<file path="src/rtl/uart_rx_stim_gen_pkg.sv">
// Shared types and helpers for the UART rx stimulus generator.
// Optional parity build: define UART_STIM_PARITY_EN.
package uart_stim_pkg;

    typedef enum logic [2:0] {
        IDLE,
        START,
        DATA,
        PARITY,
        STOP
    } uart_stim_state_e;

    localparam logic UART_IDLE_LVL = 1'b1;

    function automatic int frame_len(int div, int data_w,
                                     int stop_bits, int par);
        int d;
        d = (div == 0) ? 1 : div;
        return (1 + data_w + stop_bits + par) * d;
    endfunction

endpackage

</file>
<file path="src/rtl/uart_rx_stim_gen_if.sv">
// Per-channel byte write handshake for the UART rx stimulus generator.
// Unaffected by UART_STIM_PARITY_EN.
interface uart_rx_stim_gen_if
    import uart_stim_pkg::*;
#(
    parameter int NUM_CH = 3,
    parameter int DATA_W = 8
);
    logic [NUM_CH-1:0]        in_valid;
    logic [NUM_CH*DATA_W-1:0] in_data;
    logic [NUM_CH-1:0]        in_ready;

    modport master (
        output in_valid,
        output in_data,
        input  in_ready
    );

    modport slave (
        input  in_valid,
        input  in_data,
        output in_ready
    );
endinterface

</file>
<file path="src/rtl/uart_rx_stim_gen_ch.sv">
// One serial channel: byte FIFO, frame FSM and bit timing.
// UART_STIM_PARITY_EN adds parity_odd and a PARITY bit after DATA.
module uart_stim_ch
    import uart_stim_pkg::*;
#(
    parameter int DATA_W     = 8,
    parameter int DIV_W      = 16,
    parameter int FIFO_DEPTH = 4,
    parameter int STOP_BITS  = 1
) (
    input  logic              clk,
    input  logic              rst,
    input  logic              enable,
    input  logic [DIV_W-1:0]  bit_div,
`ifdef UART_STIM_PARITY_EN
    input  logic              parity_odd,
`endif
    input  logic              in_valid,
    input  logic [DATA_W-1:0] in_data,
    output logic              in_ready,
    output logic              rxd,
    output logic              busy,
    output logic              frame_done
);
    localparam int AW = $clog2(FIFO_DEPTH);
    localparam int CW = AW + 1;
    localparam int IW = $clog2(DATA_W + 1);
`ifdef UART_STIM_PARITY_EN
    localparam uart_stim_state_e POST_DATA = PARITY;
`else
    localparam uart_stim_state_e POST_DATA = STOP;
`endif

    logic [DATA_W-1:0] mem [FIFO_DEPTH];
    logic [AW-1:0]     wr_ptr;
    logic [AW-1:0]     rd_ptr;
    logic [CW-1:0]     count;

    uart_stim_state_e  state;
    logic [DIV_W-1:0]  cyc;
    logic [DIV_W-1:0]  div_q;
    logic [IW-1:0]     bit_idx;
    logic [DATA_W-1:0] shreg;
    logic              stop_idx;
    logic              par_q;

    logic push;
    logic wrap;
    logic last_stop;
    logic start;

    assign in_ready  = count != CW'(FIFO_DEPTH);
    assign push      = in_valid && in_ready;
    assign wrap      = cyc == div_q - 1'b1;
    assign last_stop = (state == STOP) && wrap &&
                       ((STOP_BITS == 1) || stop_idx);
    assign start     = enable && (count != '0) &&
                       ((state == IDLE) || last_stop);

    always_ff @(posedge clk) begin
        if (push)
            mem[wr_ptr] <= in_data;
    end

    always_ff @(posedge clk) begin
        if (rst) begin
            wr_ptr <= '0;
            rd_ptr <= '0;
            count  <= '0;
        end else begin
            if (push)
                wr_ptr <= wr_ptr + 1'b1;
            if (start)
                rd_ptr <= rd_ptr + 1'b1;
            if (push && !start)
                count <= count + 1'b1;
            else if (!push && start)
                count <= count - 1'b1;
        end
    end

    // rxd/frame_done/busy lag the state by one cycle so every bit is
    // exactly div_q cycles wide on the line.
    always_ff @(posedge clk) begin
        if (rst) begin
            state      <= IDLE;
            cyc        <= '0;
            div_q      <= DIV_W'(1);
            bit_idx    <= '0;
            shreg      <= '0;
            stop_idx   <= 1'b0;
            par_q      <= 1'b0;
            rxd        <= UART_IDLE_LVL;
            busy       <= 1'b0;
            frame_done <= 1'b0;
        end else begin
            rxd        <= UART_IDLE_LVL;
            frame_done <= last_stop;
            busy       <= (state != IDLE) || (count != '0);
            cyc        <= (state == IDLE || wrap) ? '0 : cyc + 1'b1;
            unique case (state)
                IDLE: ;
                START: begin
                    rxd <= 1'b0;
                    if (wrap) begin
                        bit_idx <= '0;
                        state   <= DATA;
                    end
                end
                DATA: begin
                    rxd <= shreg[0];
                    if (wrap) begin
                        shreg <= shreg >> 1;
                        if (bit_idx == IW'(DATA_W - 1)) begin
                            stop_idx <= 1'b0;
                            state    <= POST_DATA;
                        end else begin
                            bit_idx <= bit_idx + 1'b1;
                        end
                    end
                end
                PARITY: begin
                    rxd <= par_q;
                    if (wrap)
                        state <= STOP;
                end
                STOP: begin
                    if (wrap) begin
                        stop_idx <= 1'b1;
                        if (last_stop)
                            state <= IDLE;
                    end
                end
                default: state <= IDLE;
            endcase
            if (start) begin
                state <= START;
                div_q <= (bit_div == '0) ? DIV_W'(1) : bit_div;
                shreg <= mem[rd_ptr];
`ifdef UART_STIM_PARITY_EN
                par_q <= (^mem[rd_ptr]) ^ parity_odd;
`else
                par_q <= 1'b0;
`endif
            end
        end
    end

endmodule

</file>
<file path="src/rtl/uart_rx_stim_gen.sv">
// Multi-channel UART serial-frame generator driving UART rxd lines.
// Define UART_STIM_PARITY_EN to add the parity_odd port and parity bit.
module uart_rx_stim_gen
    import uart_stim_pkg::*;
#(
    parameter int NUM_CH     = 3,
    parameter int DATA_W     = 8,
    parameter int DIV_W      = 16,
    parameter int FIFO_DEPTH = 4,
    parameter int STOP_BITS  = 1
) (
    input  logic              sys_clk,
    input  logic              sys_rst,
    input  logic              enable,
    input  logic [DIV_W-1:0]  bit_div,
`ifdef UART_STIM_PARITY_EN
    input  logic              parity_odd,
`endif
    uart_rx_stim_gen_if.slave bus,
    output logic [NUM_CH-1:0] rxd,
    output logic [NUM_CH-1:0] busy,
    output logic [NUM_CH-1:0] frame_done
);
    logic [NUM_CH-1:0]        valid;
    logic [NUM_CH*DATA_W-1:0] data;
    logic [NUM_CH-1:0]        ready;

    assign valid        = bus.in_valid;
    assign data         = bus.in_data;
    assign bus.in_ready = ready;

    for (genvar c = 0; c < NUM_CH; c++) begin : g_ch
        uart_stim_ch #(
            .DATA_W     (DATA_W),
            .DIV_W      (DIV_W),
            .FIFO_DEPTH (FIFO_DEPTH),
            .STOP_BITS  (STOP_BITS)
        ) u_ch (
            .clk        (sys_clk),
            .rst        (sys_rst),
            .enable     (enable),
            .bit_div    (bit_div),
`ifdef UART_STIM_PARITY_EN
            .parity_odd (parity_odd),
`endif
            .in_valid   (valid[c]),
            .in_data    (data[c*DATA_W +: DATA_W]),
            .in_ready   (ready[c]),
            .rxd        (rxd[c]),
            .busy       (busy[c]),
            .frame_done (frame_done[c])
        );
    end

endmodule
</file>
<file path="src/flat_wrapper.sv">
// flat-port wrapper written by rule: the top's interface ports become plain ports
module uart_rx_stim_gen_flat import uart_stim_pkg::*;
#(
    parameter int NUM_CH     = 3,
    parameter int DATA_W     = 8,
    parameter int DIV_W      = 16,
    parameter int FIFO_DEPTH = 4,
    parameter int STOP_BITS  = 1
)
  (sys_clk, sys_rst, enable, bit_div, rxd, busy, frame_done, bus_in_valid, bus_in_data, bus_in_ready);
  uart_rx_stim_gen_if #(.NUM_CH(NUM_CH), .DATA_W(DATA_W)) bus_i ();
  input  logic sys_clk;
  input  logic sys_rst;
  input  logic enable;
  input  logic [DIV_W-1:0] bit_div;
  output logic [NUM_CH-1:0] rxd;
  output logic [NUM_CH-1:0] busy;
  output logic [NUM_CH-1:0] frame_done;
  input wire logic [$bits(bus_i.in_valid)-1:0] bus_in_valid;
  input wire logic [$bits(bus_i.in_data)-1:0] bus_in_data;
  output wire logic [$bits(bus_i.in_ready)-1:0] bus_in_ready;
  assign bus_i.in_valid = bus_in_valid;
  assign bus_i.in_data = bus_in_data;
  assign bus_in_ready = bus_i.in_ready;
  uart_rx_stim_gen #(.NUM_CH(NUM_CH), .DATA_W(DATA_W), .DIV_W(DIV_W), .FIFO_DEPTH(FIFO_DEPTH), .STOP_BITS(STOP_BITS)) u_core (.sys_clk(sys_clk), .sys_rst(sys_rst), .enable(enable), .bit_div(bit_div), .bus(bus_i), .rxd(rxd), .busy(busy), .frame_done(frame_done));
endmodule
</file>
<file path="config.mk">
export PLATFORM = sky130hd
export DESIGN_NAME = uart_rx_stim_gen_flat
export DESIGN_NICKNAME = d
export VERILOG_FILES = /design/src/rtl/uart_rx_stim_gen_pkg.sv /design/src/rtl/uart_rx_stim_gen_if.sv /design/src/rtl/uart_rx_stim_gen_ch.sv /design/src/rtl/uart_rx_stim_gen.sv /design/src/flat_wrapper.sv
export SDC_FILE = /design/constraint.sdc
export NUM_CORES = 1
export LEC_CHECK = 0
export ABC_AREA = 1
export BUFFER_PORTS_ARGS = -buffer_cell sky130_fd_sc_hd__buf_4
export CORE_UTILIZATION = 40
export CTS_CLUSTER_SIZE = 24
export DETAILED_ROUTE_END_ITERATION = 8
export REMOVE_ABC_BUFFERS = 1
export SYNTH_ARGS = -nofsm -noshare
export SYNTH_HDL_FRONTEND = slang
export SYNTH_SLANG_ARGS = --single-unit
</file>
<file path="constraint.sdc">
create_clock -name sys_clk -period 8.59 [get_ports sys_clk]
set_clock_uncertainty 0.1 [all_clocks]
set_input_delay 1.718 -clock sys_clk [delete_from_list [all_inputs] [get_ports sys_clk]]
set_output_delay 1.718 -clock sys_clk [all_outputs]
set_load 0.01 [all_outputs]
</file>
==> key figures <==
Run status
  • Outcome: finished, final reports clean

Power
  • Power share of the clock group: 0.273
  • Pleak: 0.006450 uW
  • Power Density: 319.8 mW/mm2
  • Net load switching power: ~2000 uW
  • Peak VDD IR: approximately 0.14 mV
  • Flop pwr share: 0.353
  • Power Total: between 5000 and 6000 uW
  • Internal power: around 3000 uW
  • Sw Share: 0.3998
  • Gate power share: 0.375

Floorplan
  • Die width: around 190 um
  • Core Area: between 0.03 and 0.04 mm2
  • Row count: 68
  • Starting Density: 0.4054
  • # IOs: between 50 and 60
  • Die H: 188.9 um
  • Die area: ~0.036 mm2

Placed design
  • Cell Area, Placed: around 0.015 mm2
  • Buffers on Ports: 57
  • GPL Wtd Cong: 0.9264
  • Post-DP HPWL: roughly 22000 um
  • Cells after DPL: 2239
  • Dpl ws: between 4 and 5 ns

Critical path
  • Crit-path max FO: 40
  • R2r setup slk: between 4 and 5 ns
  • Crit Path Category: in -> reg
  • CP arrival: approximately 4.3 ns
  • Worst EP required: 8.92 ns
  • Worst setup SP type: input pin
  • Setup crit end kind: flop

CTS
  • Hold_buf cts: 0
  • H-tree depth: 2
  • Clk_lat worst skew: 0.53 ns
  • CTS Buffer Depth: 3
  • Clock buffer count from CTS: 34
  • Post-CTS Setup Inserts: 0
  • Root Buffer: clkbuf_16
  • Post-cts resize count: 0
  • Clock sink count: 273
  • Worst-path clk slew: approximately 0.05 ns
  • CTS tree: done

Global routing
  • Met1 Use GR: 0.2383
  • GRT Total Usage: 0.1800
  • First-pass GRT wire length: around 52000 um
  • GR Util met2: 0.2911
  • Number of global-route vias before repair: approximately 11k
  • Initial antenna violation count: 0
  • Largest net degree at the start of global routing: just under 80
  • Gr ovfl total: 0
  • Most used routing layer: met2
  • Routing usage on met3: 0.02910

STA
  • F_max: 252.4 MHz
  • Slew HR: 0.4060
  • TNS Setup: 0 ns
  • RSZ-0062 raised after global routing: no
  • Post-layout min period: approximately 4.0 ns
  • Worst-margin pin slew: 0.8858 ns
  • Count of final hold-check violations: 0
  • Crit share post-route: 0.4612
  • Fin worst setup slack: about 4.6 ns
  • Slew Limit Fails: 0
  • # setup viols final: 0

Synthesis
  • Cells after synthesis: between 1.5k and 2k
  • Post-synth top cells: nand2_1 (368), nor2_1 (284), inv_1 (182), dfxtp_1 (177), nand3_1 (108)
  • Synth top area share: 0.2536
  • Post-synth EDFFs: 96
  • Synthesis Warnings: 0
  • Prevailing post-synth register cell: dfxtp_1
  • Synthesized cell area: roughly 0.014 mm2
  • Most common cell in the netlist: nand2_1
  • Yosys reg bits: around 270
  • Synth area leader: dfxtp_1
  • FFs w/ async S/R, synth: 0
  • Avg Cell Area, Syn: 7.853 um2
  • Area contributors post-synth: dfxtp_1 (25%), edfxtp_1 (21%), nand2_1 (9.9%)
  • Register area share after synthesis: 0.4600
  • Unique masters post-synth: 51

Route
  • WL/cell: between 10 and 15 um
  • DRC viols: 0
  • Initial drt markers: 637
  • Final WL: 31310 um
  • Via Count: 11.31k
  • Post-route ant nets: 0
  • TritonRoute pass-1 iters: 5
  • Detailed-route vias per instance: just under 5

Flow run
  • Max-cap violations: 0

Cells and area
  • Final Non-Filler Cells: roughly 2.3k
  • Inserted Diodes: 0
  • Fin area: ~0.016 mm2
  • Syn-to-layout area delta: 12.66%
  • Final #Nets: approximately 1.9k
  • Share of cells above drive strength 1: 0.09859

Hold path
  • HP Class: reg -> reg
## layout by cell type, fill, tap and decap left out, types with 17 or more instances in the layout
cell / n
clkbuf_16: 34
nor3_1: 24
ha_1: 24
buf_4: 59
edfxtp_1: 96
dfxtp_1: 177
a21oi_1: 89
inv_1: 181
nand4_1: 36
nand3_1: 108
nand2_1: 368
o22ai_1: 17
xnor2_1: 28
xor2_1: 40
nand3b_1: 21
o21ai_0: 104
nor2_1: 284
## power groups by stage
stage	clock, uW	combinational, uW	sequential [uW]
floorplan	0	1450	1750
global placement	0	1860	1800
detailed placement	0	1880	1800
CTS	1420	1890	1780
global route	1470	2160	1810
finish	1370	1890	1770
## sequential cells by signal (all words and copies together), names as in the netlist, named ones only
register	flops
u_core.g_ch.u_ch.div_q	48
u_core.g_ch.u_ch.shreg	24
u_core.g_ch.u_ch.cyc	48
u_core.g_ch.u_ch.busy	3
u_core.g_ch.u_ch.rxd	3
u_core.g_ch.u_ch.frame_done	3
u_core.g_ch.u_ch.mem	96
u_core.g_ch.u_ch.count	9
u_core.g_ch.u_ch.bit_idx	12
u_core.g_ch.u_ch.rd_ptr	6
u_core.g_ch.u_ch.wr_ptr	6
u_core.g_ch.u_ch.state	9
## stage by stage
stage | util | hold WS (ns)
detailed placement | 0.4256 | 0.3615
finish | 0.4568 | 0.3737
floorplan | - | 0.3297
global placement | 0.4256 | 0.3605
global route | 0.4568 | 0.3864
CTS | 0.4568 | 0.3758
## worst max-delay path: stages
cell     delay (ns)
buf_4          0.08
inv_1          0.18
or2_2          0.37
nor2_1         0.30
nand2_2        0.51
ha_1           0.39
inv_1          0.10
fa_1           0.19
o21ai_0        0.09
a21o_1         0.16
o21ai_0        0.15
a21oi_1        0.05
## layer usage
metal | vias to the layer above | wire [um] | part of all wire
li1 | 5924 | - | -
met1 | 5140 | 14940 | 0.48
met2 | 202 | 14190 | 0.45
met3 | 48 | 1216 | 0.039
met4 | 0 | 960 | 0.031
met5 | - | 0 | 0
## area by class of cell
| class | instances | area [um2] |
|---|---|---|
| Clock buffer | 41 | 894.6 |
| Clock inverter | 21 | 180.2 |
| Fill cell | 3467 | 18720 |
| Inverter | 193 | 724.4 |
| Multi-Input combinational cell | 1259 | 6501 |
| Sequential cell | 273 | 6426 |
| Tap cell | 455 | 569.3 |
| Timing Repair Buffer | 59 | 442.9 |
## path summary, 6_finish.rpt
path,endpoint,start,depth (start not counted)
worst min-delay path,u_core.g_ch[1].u_ch.state[0],u_core.g_ch[1].u_ch.state[0],2
worst max register to register,u_core.g_ch[1].u_ch.count[1],u_core.g_ch[1].u_ch.div_q[0],20
worst max-delay path,u_core.g_ch[2].u_ch.count[2],enable,12
worst min register to register,u_core.g_ch[1].u_ch.state[0],u_core.g_ch[1].u_ch.state[0],2
## logic make-up (layout without fill, tap and decap cells)
| logic type | count (synthesis) | count (layout) | share of synthesized area |
|---|---|---|---|
| and+or+nand+nor | 917 | 917 | 0.2970 |
| DFF | 273 | 273 | 0.4600 |
| buffers and inverters | 247 | 314 | 0.07461 |
| AOI/OAI and AO/OA | 244 | 244 | 0.09602 |
| xor gates and xnor gates | 71 | 71 | 0.04657 |
| adders and majority gates | 27 | 27 | 0.02580 |
No activity file was read; power rests on OpenSTA's default activity.
